File: src/rtl/vga_pkg.sv
// Shared VGA timing defaults (640x480@60) and small sizing helpers used by the
// timing generator and the display core.
package vga_pkg;

  localparam int DEF_H_ACTIVE = 640;
  localparam int DEF_H_FP     = 16;
  localparam int DEF_H_SYNC   = 96;
  localparam int DEF_H_BP     = 48;
  localparam int DEF_V_ACTIVE = 480;
  localparam int DEF_V_FP     = 10;
  localparam int DEF_V_SYNC   = 2;
  localparam int DEF_V_BP     = 33;
  localparam int DEF_COLOR_W  = 8;

  typedef struct packed {
    logic [DEF_COLOR_W-1:0] r;
    logic [DEF_COLOR_W-1:0] g;
    logic [DEF_COLOR_W-1:0] b;
  } rgb_t;

  function automatic int timing_total(input int act, input int fp, input int sync, input int bp);
    return act + fp + sync + bp;
  endfunction

  function automatic int rgb_width(input int color_w);
    return 3 * color_w;
  endfunction

endpackage

File: src/rtl/vga_timing.sv
// Pixel-clock divider, H/V counters, stage-0 syncs/active, start-of-frame and
// completed-frame counter.
module vga_timing
  import vga_pkg::*;
#(
  parameter int CLK_DIV  = 2,
  parameter int H_ACTIVE = DEF_H_ACTIVE,
  parameter int H_FP     = DEF_H_FP,
  parameter int H_SYNC   = DEF_H_SYNC,
  parameter int H_BP     = DEF_H_BP,
  parameter int V_ACTIVE = DEF_V_ACTIVE,
  parameter int V_FP     = DEF_V_FP,
  parameter int V_SYNC   = DEF_V_SYNC,
  parameter int V_BP     = DEF_V_BP,
  parameter int CNT_W    = 10
) (
  input  logic             clk,
  input  logic             power,
  output logic             pix_en,
  output logic             pix_step,
  output logic             vga_clk,
  output logic [CNT_W-1:0] hcount,
  output logic [CNT_W-1:0] vcount,
  output logic             active,
  output logic             hsync,
  output logic             vsync,
  output logic             sof,
  output logic [15:0]      frame_cnt
);

  localparam int H_TOTAL = timing_total(H_ACTIVE, H_FP, H_SYNC, H_BP);
  localparam int V_TOTAL = timing_total(V_ACTIVE, V_FP, V_SYNC, V_BP);
  localparam int DIV_W   = $clog2(CLK_DIV);

  localparam logic [DIV_W-1:0] DIV_LAST = DIV_W'(CLK_DIV - 1);
  localparam logic [DIV_W-1:0] DIV_HALF = DIV_W'(CLK_DIV / 2);
  localparam logic [CNT_W-1:0] H_LAST   = CNT_W'(H_TOTAL - 1);
  localparam logic [CNT_W-1:0] V_LAST   = CNT_W'(V_TOTAL - 1);
  localparam logic [CNT_W-1:0] H_ACT    = CNT_W'(H_ACTIVE);
  localparam logic [CNT_W-1:0] V_ACT    = CNT_W'(V_ACTIVE);
  localparam logic [CNT_W-1:0] HS_BEG   = CNT_W'(H_ACTIVE + H_FP);
  localparam logic [CNT_W-1:0] HS_END   = CNT_W'(H_ACTIVE + H_FP + H_SYNC);
  localparam logic [CNT_W-1:0] VS_BEG   = CNT_W'(V_ACTIVE + V_FP);
  localparam logic [CNT_W-1:0] VS_END   = CNT_W'(V_ACTIVE + V_FP + V_SYNC);

  if ((2 ** CNT_W) <= H_TOTAL || (2 ** CNT_W) <= V_TOTAL) begin : g_cnt_chk
    $fatal(1, "vga_timing: CNT_W too narrow for H_TOTAL/V_TOTAL");
  end

  logic [DIV_W-1:0] div_cnt_reg;
  logic [CNT_W-1:0] hcount_reg;
  logic [CNT_W-1:0] vcount_reg;
  logic [15:0]      frame_cnt_reg;
  logic             started_reg;
  logic             h_wrap;
  logic             v_wrap;

  assign pix_en   = (div_cnt_reg == DIV_LAST);
  assign pix_step = pix_en && started_reg;
  assign vga_clk  = (div_cnt_reg >= DIV_HALF);
  assign h_wrap   = (hcount_reg == H_LAST);
  assign v_wrap   = (vcount_reg == V_LAST);
  // The first tick after reset opens frame 0 in place instead of advancing.
  assign sof      = pix_en && (!started_reg || (h_wrap && v_wrap));

  always_ff @(posedge clk) begin
    if (!power) begin
      div_cnt_reg   <= '0;
      hcount_reg    <= '0;
      vcount_reg    <= '0;
      frame_cnt_reg <= '0;
      started_reg   <= 1'b0;
    end else begin
      div_cnt_reg <= pix_en ? '0 : div_cnt_reg + DIV_W'(1);
      if (pix_en) begin
        started_reg <= 1'b1;
      end
      if (pix_step) begin
        if (h_wrap) begin
          hcount_reg <= '0;
          vcount_reg <= v_wrap ? '0 : vcount_reg + CNT_W'(1);
        end else begin
          hcount_reg <= hcount_reg + CNT_W'(1);
        end
        if (h_wrap && v_wrap) begin
          frame_cnt_reg <= frame_cnt_reg + 16'd1;
        end
      end
    end
  end

  assign hcount    = hcount_reg;
  assign vcount    = vcount_reg;
  assign frame_cnt = frame_cnt_reg;
  assign active    = (hcount_reg < H_ACT) && (vcount_reg < V_ACT);
  assign hsync     = (hcount_reg >= HS_BEG) && (hcount_reg < HS_END);
  assign vsync     = (vcount_reg >= VS_BEG) && (vcount_reg < VS_END);

endmodule

File: src/rtl/vga_display_core.sv
// VGA output path: frame-synchronous source mux, control delay line matched to
// the source pipeline latency, blanking and registered DAC pins.
module vga_display_core
  import vga_pkg::*;
#(
  parameter int CLK_DIV   = 2,
  parameter int H_ACTIVE  = DEF_H_ACTIVE,
  parameter int H_FP      = DEF_H_FP,
  parameter int H_SYNC    = DEF_H_SYNC,
  parameter int H_BP      = DEF_H_BP,
  parameter int V_ACTIVE  = DEF_V_ACTIVE,
  parameter int V_FP      = DEF_V_FP,
  parameter int V_SYNC    = DEF_V_SYNC,
  parameter int V_BP      = DEF_V_BP,
  parameter bit HSYNC_POL = 1'b0,
  parameter bit VSYNC_POL = 1'b0,
  parameter int NUM_SRC   = 2,
  parameter int COLOR_W   = DEF_COLOR_W,
  parameter int CNT_W     = 10,
  parameter int PIPE_LAT  = 0,
  localparam int SEL_W    = (NUM_SRC > 1) ? $clog2(NUM_SRC) : 1,
  localparam int RGB_W    = rgb_width(COLOR_W)
) (
  input  logic                     clk,
  input  logic                     power,
  input  logic [SEL_W-1:0]         src_sel,
  input  logic [NUM_SRC*RGB_W-1:0] src_rgb,
  output logic [CNT_W-1:0]         hcount,
  output logic [CNT_W-1:0]         vcount,
  output logic                     active,
  output logic                     pix_en,
  output logic                     sof,
  output logic [15:0]              frame_cnt,
  output logic                     VGA_clk,
  output logic                     VGA_Hsync,
  output logic                     VGA_Vsync,
  output logic                     VGA_Display,
  output logic [COLOR_W-1:0]       VGA_Red,
  output logic [COLOR_W-1:0]       VGA_Green,
  output logic [COLOR_W-1:0]       VGA_Blue
);

  if (CLK_DIV < 2 || (CLK_DIV % 2) != 0) begin : g_div_chk
    $fatal(1, "vga_display_core: CLK_DIV must be even and >= 2");
  end
  if (PIPE_LAT < 0 || PIPE_LAT > 3) begin : g_lat_chk
    $fatal(1, "vga_display_core: PIPE_LAT must be 0..3");
  end

  logic             hsync_0;
  logic             vsync_0;
  logic             pix_step;
  logic [2:0]       ctl_0;
  logic [2:0]       ctl_d;
  logic [SEL_W-1:0] cur_src_reg;
  logic [RGB_W-1:0] rgb_reg;
  logic [RGB_W-1:0] src_arr [NUM_SRC];

  vga_timing #(
    .CLK_DIV (CLK_DIV),
    .H_ACTIVE(H_ACTIVE), .H_FP(H_FP), .H_SYNC(H_SYNC), .H_BP(H_BP),
    .V_ACTIVE(V_ACTIVE), .V_FP(V_FP), .V_SYNC(V_SYNC), .V_BP(V_BP),
    .CNT_W   (CNT_W)
  ) u_timing (
    .clk      (clk),
    .power    (power),
    .pix_en   (pix_en),
    .pix_step (pix_step),
    .vga_clk  (VGA_clk),
    .hcount   (hcount),
    .vcount   (vcount),
    .active   (active),
    .hsync    (hsync_0),
    .vsync    (vsync_0),
    .sof      (sof),
    .frame_cnt(frame_cnt)
  );

  for (genvar gi = 0; gi < NUM_SRC; gi++) begin : g_src
    assign src_arr[gi] = src_rgb[gi*RGB_W +: RGB_W];
  end

  // Out-of-range requests keep the current source.
  always_ff @(posedge clk) begin
    if (!power) begin
      cur_src_reg <= '0;
    end else if (sof && (32'(src_sel) < NUM_SRC)) begin
      cur_src_reg <= src_sel;
    end
  end

  // Controls are carried as asserted-high flags; polarity is applied at the pins.
  assign ctl_0 = {hsync_0, vsync_0, active};

  if (PIPE_LAT == 0) begin : g_nodly
    assign ctl_d = ctl_0;
  end else begin : g_dly
    logic [2:0] sr_reg [PIPE_LAT];
    always_ff @(posedge clk) begin
      if (!power) begin
        for (int i = 0; i < PIPE_LAT; i++) sr_reg[i] <= '0;
      end else if (pix_step) begin
        sr_reg[0] <= ctl_0;
        for (int i = 1; i < PIPE_LAT; i++) sr_reg[i] <= sr_reg[i-1];
      end
    end
    assign ctl_d = sr_reg[PIPE_LAT-1];
  end

  always_ff @(posedge clk) begin
    if (!power) begin
      VGA_Hsync   <= ~HSYNC_POL;
      VGA_Vsync   <= ~VSYNC_POL;
      VGA_Display <= 1'b0;
      rgb_reg     <= '0;
    end else if (pix_step) begin
      VGA_Hsync   <= ctl_d[2] ? HSYNC_POL : ~HSYNC_POL;
      VGA_Vsync   <= ctl_d[1] ? VSYNC_POL : ~VSYNC_POL;
      VGA_Display <= ctl_d[0];
      rgb_reg     <= ctl_d[0] ? src_arr[cur_src_reg] : '0;
    end
  end

  assign {VGA_Red, VGA_Green, VGA_Blue} = rgb_reg;

endmodule

File: config.mk
export PLATFORM = sky130hd
export DESIGN_NAME = vga_display_core
export DESIGN_NICKNAME = d
export VERILOG_FILES = /design/src/rtl/vga_pkg.sv /design/src/rtl/vga_timing.sv /design/src/rtl/vga_display_core.sv
export SDC_FILE = /design/constraint.sdc
export NUM_CORES = 1
export LEC_CHECK = 0
export CAP_MARGIN = 20
export CORE_MARGIN = 2
export CORE_UTILIZATION = 45
export DETAILED_ROUTE_END_ITERATION = 7
export PLACE_DENSITY = 0.81
export SLEW_MARGIN = 40
export SYNTH_ARGS = -nofsm -noshare
export SYNTH_HDL_FRONTEND = slang
export SYNTH_HIERARCHICAL = 1
export SYNTH_SLANG_ARGS = --single-unit
File: constraint.sdc
create_clock -name clk -period 2.15 [get_ports clk]
set_clock_uncertainty 0.1 [all_clocks]
set_input_delay 0.215 -clock clk [delete_from_list [all_inputs] [get_ports clk]]
set_output_delay 0.215 -clock clk [all_outputs]
set_load 0.01 [all_outputs]
==> Word-level counts from Yosys, hierarchy flattened <==
Index checks and enable logic that the tools add are counted.
{ "totals": {"elab_cells": 45, "regBits": 66} }
{ "classes": {"eq_ne": 2, "n_reduce_logical": 11, "add_sub_neg": 4, "order_cmp": 8, "bitwise": 2, "n_mux": 8} }
{ "ops": {"columns": ["op", "n"], "rows": [
  ["$mux 24", 4],
  ["$add 10x1->10 const B", 2],
  ["$eq 10x10->1 const B", 2],
  ["$lt 10x10->1 const B", 2],
  ["$lt 10x9->1 const B", 2],
  ["$mux 10", 2],
  ["$add 16x1->16 const B", 1],
  ["$ge 10x10->1 const B", 1],
  ["$ge 10x9->1 const B", 1],
  ["$logic_and 1x1->1", 6],
  ["$reduce_and 2->1", 2],
  ["$ge 2x2->1 const B", 1],
  ["$mux 1", 2],
  ["$not 1->2", 1],
  ["$reduce_or 2->1", 1],
  ["$add 1x1->1 const B", 1],
  ["$ge 1x1->1 const B", 1],
  ["$logic_not 1->1", 1],
  ["$logic_or 1x1->1", 1],
  ["$not 1->1", 1]
]} }

==> Longest topological paths before layout <==
Gate-level depths: netlist of the first run.
{ "logic_depth": {"depth_word": 5, "depth_mapped": 10} }

==> By module <==
The synthesis of the first run kept the hierarchy.
{ "by_module_without_submodules": {"columns": ["mod", "instances", "area_each_um2", "seq_area_each_um2", "cells_each"], "rows": [
  ["vga_timing", 1, 2031.9, 760.7, 220],
  ["vga_display_core", 1, 1290.0, 560.5, 96]
]} }

==> Worst setup path before layout of the first run <==
Ideal clock, no wire load.
{ "synth_timing": {"kind": "flip-flop to flip-flop", "start": "register u_timing.vcount_reg[1], in the netlist u_timing/vcount[1]", "end": "register cur_src_reg", "t_required_ns": 1.934, "stages_incl_launch_ff": 11, "arrival_ns": 1.986, "path_slack_ns": -0.052, "path_cell_list": "dfxtp_1 inv_1 ha_1 nor4b_4 nand3_4 buf_6 nor2_1 nand2_1 a21boi_0 mux2i_1 nor2b_1"} }
{ "synth_via": {"elab_chain_len": 4} }
{ "synth_lines": {"columns": ["item", "line_no", "source"], "rows": [
  ["start, declared", "vga_timing.sv:52", "logic [CNT_W-1:0] vcount_reg;"],
  ["start signal, assigned", "vga_timing.sv:81", "vcount_reg <= v_wrap ? '0 : vcount_reg + CNT_W'(1);"],
  ["$eq 10x10->1", "vga_timing.sv:62", "assign v_wrap = (vcount_reg == V_LAST);"],
  ["$logic_and 1x1->1", "vga_timing.sv:64", "assign sof = pix_en && (!started_reg || (h_wrap && v_wrap));"],
  ["$logic_or 1x1->1", "vga_timing.sv:64", null],
  ["$logic_and 1x1->1", "vga_timing.sv:64", null],
  ["named net sof", "vga_display_core.sv:32", "output logic sof,"],
  ["end signal, assigned", "vga_display_core.sv:88", "cur_src_reg <= src_sel;"],
  ["end, declared", "vga_display_core.sv:55", "logic [SEL_W-1:0] cur_src_reg;"]
]} }
The timed path passes the listed nets, and every way through them passes these cells.
A chain may end at the register's enable or synchronous reset.

==> Worst setup path after layout of the first run <==
{ "layout_timing": {"start": "register u_timing.vcount_reg[1], in the netlist u_timing/vcount[1]", "end": "output sof"} }
{ "layout_via": {"elab_chain_len": 4} }
{ "layout_lines": {"columns": ["item", "line_no"], "rows": [
  ["$eq 10x10->1", "vga_timing.sv:62"],
  ["$logic_and 1x1->1", "vga_timing.sv:64"],
  ["$logic_or 1x1->1", "vga_timing.sv:64"],
  ["$logic_and 1x1->1", "vga_timing.sv:64"],
  ["end, declared", "vga_display_core.sv:32"]
]} }
Every way passes these cells.

==> run_results.csv, run 1 <==
group,metric,value,unit
run_status,status,"finished, final reports clean",
floorplanning,initial_utilization,0.4605,
sta,max_freq,0.4910,GHz
global_routing,initial_antenna_violation_count,0,
synthesis,synth_cell_types,47,
routing,postRouteWirelength,8517,µm
setup_path,worst_ep_arrival_time,1720,ps
synthesis,synth_area_leader_cell,"sky130_fd_sc_hd__dfxtp_1",
global_routing,grt_overflow_total,0,
synthesis,postSynthAreaPerCell,10.51,µm²
placed_design,postPlaceCellArea,4731,µm²
floorplanning,fp.dieArea,8086,µm²
power,report.power.total,2.487,mW
synthesis,post-synth-top-count-cell,"sky130_fd_sc_hd__dfxtp_1",
global_routing,first_global_vias,2854,
synthesis,netlist_top_cells_area,"sky130_fd_sc_hd__dfxtp_1, sky130_fd_sc_hd__o2bb2ai_2, sky130_fd_sc_hd__mux2i_1",
placed_design,worst_setup_slack_after_placement,-14.93,ps
global_routing,grt_max_degree,27,
synthesis,ys_top_cells_by_count,"sky130_fd_sc_hd__dfxtp_1, sky130_fd_sc_hd__mux2i_1, sky130_fd_sc_hd__nor2_1",
setup_path,worstRegToRegCells,7,
synthesis,mappedNetlistArea,3322,µm²
min_path,hold-path-cell-count,1,
setup_path,crit_type,"reg2out",
setup_path,worst_r2r_startpoint,"u_timing/hcount[0]$_SDFFE_PN0P_",
sta,finalCritPeriodShare,0.9472,
routing,drt-wirelength-per-cell,15.15,µm
power,power_density,506.0,nW/µm²
min_path,min_path_type,"reg2reg",
clock_network,clock_tree.buffer_depth,2,
routing,viasPerCell,5.027,
power,leakagePower,1.852,nW
clock_network,clock-sinks,66,
floorplanning,core,7214,µm²
synthesis,ys.flop_type,"sky130_fd_sc_hd__dfxtp_1",
sta,transition_time_at_the_pin_with_the_least_slew_margin,427.9,ps
min_path,hp-start,"rgb_reg[20]$_SDFFE_PN0P_",
setup_path,setup.reg_to_reg.worst_slack,160,ps
floorplanning,die_y,89.92,µm
setup_path,crit_path_max_fanout,2,
sta,finalHoldViolations,0,
placed_design,place_hpwl,6410,µm
clock_network,path_clk_slew,60,ps
clock_network,htree_levels,3,
synthesis,asyncSetResetFlopFracSynth,0,
routing,detail_route.first_pass.iterations,5,
setup_path,critical_path.endpoint_type,"output pin",
synthesis,synth_warnings,6,
final_layout,num_antenna_cells,0,
sta,max-slew-margin-rel,0.7121,
global_routing,grt_pass1_wl,14140,µm
synthesis,synth-seq-area-share,0.3977,
synthesis,syn-instance-count,316,
final_layout,finish.net_count,514,
job,max-cap-violations,0,
routing,num_vias,2825,
sta,setup_violations,0,
placed_design,place_inst,546,
sta,layout_setup_ws,113.4,ps
sta,slew_violations,0,
placed_design,globalplace.congestion,0.8560,
synthesis,syn_nets,372,
min_path,holdPathEnd,"rgb_reg[20]$_SDFFE_PN0P_",
power,worst_vdd_drop,0.2658,mV
floorplanning,chipWidth,89.92,µm
routing,detail-route-antenna-nets,0,
final_layout,largest_register_ffs,24,
final_layout,layoutNonFillerInstCount,562,
final_layout,fin_area,4916,µm²
final_layout,num-fill-cells,566,
routing,number_of_remaining_drc_errors,0,
sta,timing.hold.ws,361.4,ps
setup_path,regToRegEndpoint,"u_timing/hcount[5]$_SDFFE_PN0P_",
floorplanning,floorplan.io_pins,118,
setup_path,start_kind,"register",
sta,period_needed,2037,ps
final_layout,areaGrowthSynthToFinish,47.98,%
final_layout,post-route-util,0.6814,
synthesis,synth_top_cell_area_share,0.3977,
sta,grt_setup_unrepaired,"no",
placed_design,portBuffers,117,
synthesis,synth_edf_count,0,
synthesis,yosys_register_bits,66,
clock_network,cts-buffers-inserted,9,
global_routing,total_track_usage,0.2127,
clock_network,clk_latency,330,ps
final_layout,share_of_post_route_cells_with_drive_strength_above_1,0.1901,
routing,initial_drt_markers,74,
clock_network,clock-root-buffer,"sky130_fd_sc_hd__clkbuf_8",
sta,total_negative_setup_slack,0,ps
clock_network,tritoncts,"yes",
floorplanning,rows,31,
setup_path,worst_ep_required_time,1840,ps
critical path, stage by stage, from the launching register on:
cell                       delay [ps]
sky130_fd_sc_hd__dfxtp_1          320
sky130_fd_sc_hd__inv_1             80
sky130_fd_sc_hd__ha_1             150
sky130_fd_sc_hd__nor4b_4          240
sky130_fd_sc_hd__nand3_4          110
sky130_fd_sc_hd__nor2_2            90
sky130_fd_sc_hd__nand2_1           70
sky130_fd_sc_hd__a21boi_2         170
sky130_fd_sc_hd__buf_2            170
per-layer routing:
layer	part of all wire	track usage	vias to the layer above
met3	0.056	0.04694	11
met2	0.46	0.3415	102
met5	0	0	-
met1	0.47	0.2828	1309
li1	-	-	1403
met4	0.014	0.07692	0
power breakdown:
part | switching [mW] | internal [mW]
logic | 0.111 | 0.169
registers | 0.0153 | 1.24
clock network | 0.433 | 0.516
total | 0.559 | 1.93
area by class of cell:
class	count	area (µm²)	share of cell area
Clock buffer	15	176.4	0.03589
Clock inverter	1	7.507	0.001527
Inverter	9	33.78	0.006872
Multi-Input combinational cell	224	1843	0.3749
Sequential cell	66	1321	0.2688
Tap cell	99	123.9	0.02520
Timing Repair Buffer	148	1410	0.2868
cell families after synthesis:
logic type / after synthesis / share of synthesized area
buffers and inverters: 26 / 0.05047
muxes: 28 / 0.08437
adders and majority gates: 5 / 0.01883
DFF: 66 / 0.3977
AOI/OAI and AO/OA: 37 / 0.1247
and+or+nand+nor: 123 / 0.2422
xor gates and xnor gates: 31 / 0.08173
cell usage in the layout (no fill, tap or decap), types with 3 or more instances in the layout:
| master | instances |
|---|---|
| sky130_fd_sc_hd__and2_1 | 19 |
| sky130_fd_sc_hd__and3_1 | 6 |
| sky130_fd_sc_hd__buf_4 | 30 |
| sky130_fd_sc_hd__clkbuf_1 | 3 |
| sky130_fd_sc_hd__clkbuf_8 | 12 |
| sky130_fd_sc_hd__clkdlybuf4s50_1 | 115 |
| sky130_fd_sc_hd__dfxtp_1 | 66 |
| sky130_fd_sc_hd__ha_1 | 5 |
| sky130_fd_sc_hd__inv_1 | 9 |
| sky130_fd_sc_hd__mux2i_1 | 28 |
| sky130_fd_sc_hd__nand2_1 | 15 |
| sky130_fd_sc_hd__nand3_1 | 8 |
| sky130_fd_sc_hd__nand4_1 | 6 |
| sky130_fd_sc_hd__nor2_1 | 24 |
| sky130_fd_sc_hd__nor2b_1 | 3 |
| sky130_fd_sc_hd__nor3_1 | 8 |
| sky130_fd_sc_hd__nor4_1 | 3 |
| sky130_fd_sc_hd__nor4_2 | 6 |
| sky130_fd_sc_hd__o21ai_0 | 5 |
| sky130_fd_sc_hd__o2bb2ai_1 | 4 |
| sky130_fd_sc_hd__o2bb2ai_2 | 20 |
| sky130_fd_sc_hd__xnor2_1 | 12 |
| sky130_fd_sc_hd__xor2_1 | 19 |
what timing repair did:
item | CTS | global route
gates resized for setup | 7 | 1
gates cloned | 0 | 0
endpoints found under the setup margin | 2 | 1
setup buffers | 0 | 0
hold buffers | 0 | 0
pin swaps | 0 | 1
worst max path at each step:
stage	from	to	cells past startpoint
2_1_floorplan	u_timing/vcount[1]$_SDFFE_PN0P_	cur_src_reg$_SDFFE_PN0P_	10
3_3_place_gp	u_timing/vcount[1]$_SDFFE_PN0P_	sof	8
3_5_place_dp	u_timing/vcount[1]$_SDFFE_PN0P_	sof	8
4_1_cts	u_timing/vcount[1]$_SDFFE_PN0P_	sof	8
5_1_grt	u_timing/hcount[1]$_SDFFE_PN0P_	u_timing/hcount[5]$_SDFFE_PN0P_	7
6_report	u_timing/vcount[1]$_SDFFE_PN0P_	sof	8
No activity file was read; power rests on OpenSTA's default activity.
==> run 2: changes to the inputs <==
MAX_ROUTING_LAYER = met4   (was unset)
RECOVER_POWER = 100   (was unset)
==> run 2 against run 1 <==
Against the previous run: flip-flop and latch count did not move; hold slack got worse by 5.3 ps; critical endpoint unchanged; maximum frequency about the same; critical path type unchanged; non-clock buffer count unchanged; utilization down 2.3 points; sequential power is essentially flat; via count rose by 0.57%; register-to-register slack is essentially flat; first-iteration DRC count down 5.4%; total power down 1.1%; critical path depth did not move; combinational power decreased by 8.6%.
==> run_results.csv, run 2 (synthesis results as in run 1) <==
group,metric,value,unit
run_status,status,"finished, final reports clean",
job,max-cap-violations,0,
clock_network,clock-root-buffer,"sky130_fd_sc_hd__clkbuf_8",
global_routing,total_track_usage,0.2186,
sta,finalCritPeriodShare,0.9474,
routing,viasPerCell,5.055,
power,power_density,517.8,nW/µm²
global_routing,grt_overflow_total,0,
setup_path,crit_path_max_fanout,2,
clock_network,clock_tree.buffer_depth,2,
floorplanning,chipWidth,89.92,µm
final_layout,layoutNonFillerInstCount,562,
routing,detail-route-antenna-nets,0,
routing,drt-wirelength-per-cell,15.20,µm
floorplanning,initial_utilization,0.4605,
setup_path,cpPeakStageDelay,320,ps
global_routing,grt_max_degree,27,
final_layout,num-fill-cells,606,
sta,timing.hold.ws,356.1,ps
sta,max_freq,0.4909,GHz
setup_path,crit_type,"reg2out",
floorplanning,rows,31,
routing,postRouteWirelength,8541,µm
setup_path,worst_r2r_startpoint,"u_timing/hcount[0]$_SDFFE_PN0P_",
setup_path,crit_slowest_cell,"sky130_fd_sc_hd__dfxtp_1",
sta,finalHoldViolations,0,
final_layout,areaGrowthSynthToFinish,42.98,%
min_path,min_path_type,"reg2reg",
floorplanning,fp.dieArea,8086,µm²
clock_network,post_cts_hold_buffer_count,0,
clock_network,post_cts.repair.setup_buffers,0,
final_layout,finish.net_count,514,
placed_design,worst_setup_slack_after_placement,-14.93,ps
floorplanning,core,7214,µm²
routing,detail_route.first_pass.iterations,5,
global_routing,grt_pass1_wl,14100,µm
final_layout,final_cell_mix,"sky130_fd_sc_hd__dfxtp_1, sky130_fd_sc_hd__dlygate4sd3_1, sky130_fd_sc_hd__clkdlybuf4s50_1, sky130_fd_sc_hd__buf_4, sky130_fd_sc_hd__mux2i_1",
clock_network,tritoncts,"yes",
final_layout,share_of_post_route_cells_with_drive_strength_above_1,0.1296,
floorplanning,floorplan.io_pins,118,
floorplanning,die_y,89.92,µm
setup_path,worst_ep_arrival_time,1720,ps
clock_network,clock-sinks,66,
global_routing,first_global_vias,2861,
global_routing,initial_antenna_violation_count,0,
placed_design,place_hpwl,6410,µm
setup_path,worst-path-buf-inv,2,
min_path,hp-start,"rgb_reg[3]$_SDFFE_PN0P_",
sta,grt_setup_unrepaired,"no",
power,leakagePower,2.000,nW
final_layout,num_antenna_cells,0,
final_layout,largest_register_ffs,24,
setup_path,start_kind,"register",
sta,setup_violations,0,
power,worst_vdd_drop,0.2655,mV
placed_design,place_inst,546,
clock_network,clk_latency,330,ps
placed_design,portBuffers,117,
clock_network,path_clk_slew,60,ps
sta,layout_setup_ws,113.0,ps
sta,total_negative_setup_slack,0,ps
placed_design,globalplace.congestion,0.8696,
routing,number_of_remaining_drc_errors,0,
setup_path,timing.critical_path.from,"u_timing/vcount[1]$_SDFFE_PN0P_",
setup_path,worst_ep_required_time,1840,ps
routing,initial_drt_markers,70,
sta,slew_violations,0,
clock_network,htree_levels,3,
routing,num_vias,2841,
sta,max-slew-margin-rel,0.6547,
setup_path,critical_path.endpoint_type,"output pin",
clock_network,cts-buffers-inserted,9,
sta,period_needed,2037,ps
setup_path,worst_path_dominant_cell_family,"simple AND/OR/NAND/NOR gates",
sta,transition_time_at_the_pin_with_the_least_slew_margin,517.7,ps
power,report.power.total,2.460,mW
setup_path,path_cells,"inv_1, ha_1, nor4b_4, nand3_4, nor2_2, nand2_1, a21boi_2, clkbuf_2",
## run 2: path summary, 6_finish.rpt
| kind | end | slack [ps] | depth (start not counted) |
|---|---|---|---|
| setup / recovery | sof | 110 | 8 |
| hold / removal | rgb_reg[3]$_SDFFE_PN0P_ | 360 | 1 |
| setup reg to reg | u_timing/hcount[5]$_SDFFE_PN0P_ | 170 | 7 |
| hold reg to reg | rgb_reg[3]$_SDFFE_PN0P_ | 360 | 1 |
## run 2: layout make-up
| cell class | instances | area (µm²) | area share |
|---|---|---|---|
| clock buffer | 15 | 176.4 | 0.03714 |
| clock inverter | 1 | 7.507 | 0.001581 |
| inverter | 9 | 33.78 | 0.007113 |
| multi-input combinational | 224 | 1679 | 0.3535 |
| sequential | 66 | 1321 | 0.2782 |
| tap | 99 | 123.9 | 0.02608 |
| timing repair buffer | 148 | 1408 | 0.2964 |
## run 2: repair_timing
action | in CTS | in global routing
gates resized for setup | 7 | 1
pin swaps | 0 | 1
endpoints found under the setup margin | 2 | 1
## run 2: stage by stage
step	cell area [µm²]	utilization
5_1_grt	4750	0.6583
6_report	4750	0.6583
2_1_floorplan	3322	-
3_3_place_gp	4731	0.6557
4_1_cts	4913	0.6811
3_5_place_dp	4731	0.6557
## run 2: per-layer routing
layer,GRT usage,share of wire,vias to the layer above
met4,0.07692,0.014,0
met3,0.04443,0.053,11
met5,-,0,-
met1,0.2833,0.47,1326
met2,0.3422,0.46,100
li1,-,-,1404
## run 2: power by group
group	leakage [nW]	internal, mW	switching [mW]
registers	0.534	1.24	0.0120
clock network	0.0900	0.515	0.432
logic	1.38	0.155	0.101
total	2.00	1.92	0.545
